--- src/rtl/rr_mux412_arbiter.sv ---
// rr_mux412_arbiter: round-robin arbiter that shares one output channel
// between four requesters through a 4:1 mux. It owns select sequencing,
// the valid/ready handshake and burst-length fairness.
module rr_mux412_arbiter #(
  parameter int DATA_LEN  = 2,
  parameter int MAX_BURST = 4
) (
  input  logic                clk,
  input  logic                rst_n,
  input  logic [3:0]          req_valid,
  input  logic [DATA_LEN-1:0] req_data0,
  input  logic [DATA_LEN-1:0] req_data1,
  input  logic [DATA_LEN-1:0] req_data2,
  input  logic [DATA_LEN-1:0] req_data3,
  output logic [3:0]          req_ready,
  output logic                out_valid,
  output logic [DATA_LEN-1:0] out_data,
  input  logic                out_ready,
  output logic [1:0]          out_sel,
  output logic                busy
);

  typedef enum logic {
    ST_IDLE = 1'b0,
    ST_BUSY = 1'b1
  } state_t;

  // Beat count at which an accepted beat closes the current grant.
  localparam logic [3:0] BURST_LAST = 4'(MAX_BURST - 1);

  state_t              r_state;
  logic [1:0]          r_out_sel;
  logic [1:0]          r_last_grant;
  logic [3:0]          r_beat_cnt;

  logic [1:0]          w_winner;
  logic [DATA_LEN-1:0] w_mux_data;
  logic                w_xfer;
  logic                w_release;

  // Rotating-priority pick: first valid requester after the last grant.
  // Scanning from the farthest candidate back keeps the closest one.
  function automatic logic [1:0] rr_pick(input logic [1:0] last, input logic [3:0] valid);
    logic [1:0] pick;
    logic [1:0] cand;
    pick = last;
    for (int k = 4; k >= 1; k--) begin
      cand = last + 2'(k);
      if (valid[cand]) begin
        pick = cand;
      end else begin
        pick = pick;
      end
    end
    return pick;
  endfunction

  // Winner selection for the next grant.
  always_comb begin
    w_winner = rr_pick(r_last_grant, req_valid);
  end

  // The 4:1 datapath mux, steered by the registered grant index.
  always_comb begin
    w_mux_data = '0;
    case (r_out_sel)
      2'd0:    w_mux_data = req_data0;
      2'd1:    w_mux_data = req_data1;
      2'd2:    w_mux_data = req_data2;
      2'd3:    w_mux_data = req_data3;
      default: w_mux_data = req_data0;
    endcase
  end

  // Handshake outputs: pass-through of the granted port while busy, quiet otherwise.
  always_comb begin
    out_valid = 1'b0;
    out_data  = '0;
    req_ready = 4'b0000;
    busy      = 1'b0;
    if (r_state == ST_BUSY) begin
      out_valid            = req_valid[r_out_sel];
      out_data             = w_mux_data;
      req_ready[r_out_sel] = out_ready;
      busy                 = 1'b1;
    end else begin
      out_valid = 1'b0;
      out_data  = '0;
      req_ready = 4'b0000;
      busy      = 1'b0;
    end
  end

  // Transfer and release conditions for the held grant. A dropped valid
  // releases at once; a full burst releases only on an accepted beat.
  always_comb begin
    w_xfer    = (r_state == ST_BUSY) && req_valid[r_out_sel] && out_ready;
    w_release = (!req_valid[r_out_sel]) || (w_xfer && (r_beat_cnt == BURST_LAST));
  end

  assign out_sel = r_out_sel;

  // Grant FSM: IDLE picks a winner, BUSY holds it until burst end or valid drop.
  always_ff @(posedge clk or negedge rst_n) begin
    if (!rst_n) begin
      r_state      <= ST_IDLE;
      r_out_sel    <= 2'b00;
      r_last_grant <= 2'b11;
      r_beat_cnt   <= 4'd0;
    end else begin
      case (r_state)
        ST_IDLE: begin
          if (|req_valid) begin
            r_out_sel  <= w_winner;
            r_beat_cnt <= 4'd0;
            r_state    <= ST_BUSY;
          end else begin
            r_state <= ST_IDLE;
          end
        end
        ST_BUSY: begin
          if (w_release) begin
            r_last_grant <= r_out_sel;
            r_beat_cnt   <= 4'd0;
            r_state      <= ST_IDLE;
          end else if (w_xfer && (r_beat_cnt != 4'hF)) begin
            r_beat_cnt <= r_beat_cnt + 4'd1;
          end else begin
            r_beat_cnt <= r_beat_cnt;
          end
        end
        default: begin
          r_state    <= ST_IDLE;
          r_beat_cnt <= 4'd0;
        end
      endcase
    end
  end

endmodule

--- config.mk ---
export PLATFORM = sky130hd
export DESIGN_NAME = rr_mux412_arbiter
export DESIGN_NICKNAME = d
export VERILOG_FILES = /design/src/rtl/rr_mux412_arbiter.sv
export SDC_FILE = /design/constraint.sdc
export NUM_CORES = 1
export LEC_CHECK = 0
export BUFFER_PORTS_ARGS = -buffer_cell sky130_fd_sc_hd__buf_2
export CAP_MARGIN = 10
export CORE_MARGIN = 4
export CORE_UTILIZATION = 30
export DETAILED_ROUTE_END_ITERATION = 10
export GPL_TIMING_DRIVEN = 1
export RECOVER_POWER = 100
export REMOVE_ABC_BUFFERS = 1
export SLEW_MARGIN = 40
export SYNTH_ARGS = -nofsm -noshare
export SYNTH_HDL_FRONTEND = slang
export SYNTH_SLANG_ARGS = --single-unit
export TNS_END_PERCENT = 30
--- constraint.sdc ---
create_clock -name clk -period 4.5 [get_ports clk]
set_input_delay 0.675 -clock clk [delete_from_list [all_inputs] [get_ports clk]]
set_output_delay 0.675 -clock clk [all_outputs]
set_load 0.005 [all_outputs]
[After elaboration in Yosys (flattened, before gate mapping)]
Index checks and enable logic that the tools add are counted.
Storage, ports and cells
  bits in registers: 9
  input bits: 15
  output and inout bits: 10
  logic and storage cells: 59
Cells by class
  add/sub/neg operators: 4
  magnitude comparators: 5
  equality and inequality tests: 7
  multiplexer cells: 25
  bitwise operators: 2
  reductions and logical operators: 12
Operator list (number)
  $mux W4: 4
  $lt A2 B3 Y1 const B: 4
  $mux W1: 9
  $bmux W1 S2: 4
  $mux W2: 4
  $pmux W2 S4: 1
  $pmux W4 S2: 1
  $reduce_and A2 Y1: 3
  $logic_and A1 B1 Y1: 5
  $add A2 B2 Y2 const B: 2
  $add A4 B1 Y4 const B: 1
  $and A4 B4 Y4: 1
  $eq A2 B2 Y1 const B: 2
  $eq A4 B2 Y1 const B: 1
  $ne A4 B4 Y1 const B: 1
  $reduce_or A4 Y1: 1
  $ne A3 B1 Y1 const B: 1
  $add A2 B1 Y2 const B: 1
  $demux W1 S2: 1
  $eq A2 B1 Y1 const B: 1
  $ge A2 B1 Y1 const B: 1
  $logic_not A2 Y1: 1
  $ne A2 B2 Y1 const B: 1
  $pmux W1 S2: 1
  other kinds (3): 3

[Longest topological paths before layout]
  depth after elaboration: 8
  gate-level depth with buffers: 5
  depth with buffers taken out: 5

[Worst setup path before layout]
No wires, ideal clock.
  path type: in2out
  start: input req_data3[0]
  end: output out_data[0]
  data arrival time: 1.276 ns
  data required time: 3.825 ns
  path slack: 2.549 ns
  stages on the path: 2
  buffers on the path: 0
  path through: mux4_2 and2_1
Between the ends
  cells in the longest elaborated chain, start to end: 2
Ends and longest elaborated chain
  start: declaration: line 14  | input logic [DATA_LEN-1:0] req_data3,
  $pmux W2 S4: line 66  | case (r_out_sel)
  $mux W2: line 81  | if (r_state == ST_BUSY) begin
  end: declaration: line 17  | output logic [DATA_LEN-1:0] out_data,
No other way between the ends.

[Worst setup path in the final report]
  start: input req_valid[3]
  end: output out_valid
Between the ends
  cells in the longest elaborated chain, start to end: 3
Ends and longest elaborated chain
  start: declaration: line 10  | input logic [3:0] req_valid,
  $bmux W1 S2: line 82  | out_valid = req_valid[r_out_sel];
  $mux W1 (implied by the code): line 82
  $mux W1: line 81
  end: declaration: line 16  | output logic out_valid,
No other way between the ends. The select of a mux whose other input is x is not followed.

==> flow_summary.json <==
{
  "final_cell_mix": "buf_2 (15), clkbuf_1 (9), nand3_1 (8), nor2_1 (7), dfrtp_1 (7)",
  "die-area_mm2": 0.00318,
  "crit_path_start_kind": "primary input",
  "layout_min_cycle_time_ns": 2.42,
  "cts_root_buf": "clkbuf_4",
  "slowest_delay_ns": 0.55,
  "drive_above_1_share_pct": 25.3,
  "initial_utilization_pct": 31.8,
  "ys_types": 33,
  "path_buf_inv": 2,
  "place_area_um2": 837,
  "synth.top_cells.by_area": "dfrtp_1 (25%), dfstp_2 (7.5%), mux4_2 (6.4%)",
  "crit_type": "primary input to primary output",
  "clock-sinks": 9,
  "dp_hpwl_mm": 1.33,
  "cts_resized": 0,
  "drt-wirelength-per-cell_um": 12.9,
  "clkSlewWorstSetupHoldPaths_ns": 0.07,
  "hold_path_class": "primary input to asynchronous set/reset pin",
  "yosys.area.top_type": "dfrtp_1",
  "final_max_slew_viol_count": 0,
  "finish.instance_area_um2": 821,
  "peakVddDrop_mv": 0.162,
  "power.total_w": 0.000468,
  "cts_setup_buffers": 0,
  "grt_max_degree": 13,
  "final_common_cell": "buf_2",
  "drv_cap": 0,
  "syn_area_um2": 703,
  "cp_max_fo": 8,
  "cts_tree": "done",
  "slew_headroom_pct": 57.2,
  "ios": 25,
  "grt_usage_pct": 10.8,
  "powerDensity_mw_per_mm2": 571,
  "firstDrtPassIters": 4,
  "yosysWarnings": 0,
  "yosysSeqAreaShare_pct": 32.4,
  "wirelength_mm": 1.64,
  "grt.overflow.total": 0,
  "finalHoldViolations": 0,
  "crit_required_ns": 3.83,
  "path_cells": "clkbuf_1, mux2i_1, o22ai_1, clkbuf_1",
  "vias_per_cell": 5.17,
  "syn_to_final_growth_pct": 16.7,
  "routabilityCongestion": 0.795,
  "grt_pass1_vias": 625,
  "avgSynthCellArea_um2": 9.50,
  "fmax_ghz": 0.414,
  "rsz0062_at_grt": "no",
  "die_y_um": 56.4,
  "antenna_found_initial": 0,
  "fin_nets": 116,
  "finalSetupViolations": 0,
  "crit_family": "compound AO/OA/AOI/OAI gates",
  "reg2regPathDepth": 4,
  "cp_slowest_cell": "o22ai_1",
  "fin_skew_ns": 0.00690,
  "netlist.area_leader.share_pct": 24.9,
  "crit_top_cell": "clkbuf_1",
  "htreeDepth": 1,
  "cts.hold.buffers_added": 0,
  "portBuffers": 24,
  "outcome": "finished clean",
  "std_cell_rows": 17,
  "postRouteAntennaNets": 0,
  "numCtsBuffers": 3,
  "n_antenna_cell": 0,
  "worstPathArrival_ns": 1.74,
  "synth_cells": 74,
  "clock_latency_ns": 0.27,
  "p_leak_nw": 0.383,
  "grt_first_pass_wirelength_mm": 2.72,
  "worst_slew_pin_slew_ns": 0.642,
  "die_w_um": 56.4,
  "cp-end-kind": "primary output",
  "vias": 656,
  "drc": 0,
  "nFillCells": 235,
  "cp.depth": 4,
  "synth_seq_cells": 9,
  "final.setup.tns_ns": 0,
  "clockBufferDepth": 2,
  "period_share_pct": 53.7,
  "drt_iter0_drc": 20,
  "core_region_area_mm2": 0.00221
}
## sequential cells by signal (all words and copies together) (netlist names)
register      cells
r_beat_cnt        4
r_last_grant      2
out_sel           2
r_state           1
## synth_stat cells, drive strengths merged
cell / number
buf: 3
nor4: 1
o211ai: 1
a21boi: 1
o22ai: 2
a31oi: 1
and2b: 1
nand3: 8
mux2i: 4
dfstp: 2
nand3b: 1
a21oi: 3
dfrtp: 7
a32o: 1
inv: 6
and3: 2
and2: 2
a21o: 1
mux4: 2
ha: 1
nand2b: 3
nor2: 7
mux2: 4
nand2: 4
a22oi: 1
nor3: 3
o21ai: 1
a32oi: 1
## path summary, 6_finish.rpt
check / start / endpoint / slack, ns
min: rst_n / r_beat_cnt[1]$_DFFE_PN0P_ / 0.34
max: req_valid[3] / out_valid / 2.08
max reg2reg: out_sel[1]$_DFFE_PN0P_ / r_beat_cnt[1]$_DFFE_PN0P_ / 2.49
min in group clk: r_beat_cnt[1]$_DFFE_PN0P_ / r_beat_cnt[1]$_DFFE_PN0P_ / 0.55
min reg2reg: r_beat_cnt[1]$_DFFE_PN0P_ / r_beat_cnt[1]$_DFFE_PN0P_ / 0.55
max in group asynchronous: rst_n / r_last_grant[1]$_DFFE_PN1P_ / 3.79
## cells by family after synthesis
family	after synthesis	synth area share [%]
buf+inv	9	6.23
compound gates	13	16.6
flops	9	32.4
mux	10	20.1
fa+ha+maj	1	1.78
simple gates	32	23.0
## metal layers
| metal | global-route usage (%) | part of all wire, % | vias to the layer above |
|---|---|---|---|
| li1 | - | - | 316 |
| met1 | 11.3 | 39 | 311 |
| met2 | 19.4 | 52 | 26 |
| met3 | 3.68 | 6.8 | 3 |
| met4 | 5.08 | 1.9 | 0 |
| met5 | 0 | 0 | - |
## power by group
group | switching [W] | total, W | leakage (nW) | internal (W)
Combinational | 0.000100 | 0.000221 | 0.259 | 0.000121
Clock | 0.0000317 | 0.0000661 | 0.0150 | 0.0000343
Sequential | 0.0000617 | 0.000181 | 0.109 | 0.000119
## metrics by stage
step | worst slack, ns | utilization, % | cells | hold WS (ns)
finish | 2.08 | 37.1 | 127 | 0.340
global route | 1.96 | 37.1 | 127 | 0.370
CTS | 2.12 | 39.0 | 127 | 0.246
detailed placement | 2.31 | 37.8 | 123 | 0.541
global placement | 2.33 | 37.8 | 123 | 0.531
floorplan | 2.55 | - | 71 | 0.379
## final cells by class
| class | count | area [um^2] | share of cell area, % |
|---|---|---|---|
| Tap cell | 28 | 35.0 | 4.27 |
| Sequential cell | 9 | 228 | 27.7 |
| Inverter | 6 | 22.5 | 2.74 |
| Timing Repair Buffer | 24 | 110 | 13.4 |
| Clock buffer | 4 | 26.3 | 3.20 |
| Multi-Input combinational cell | 56 | 399 | 48.6 |
(Power assumes the default switching activity.)
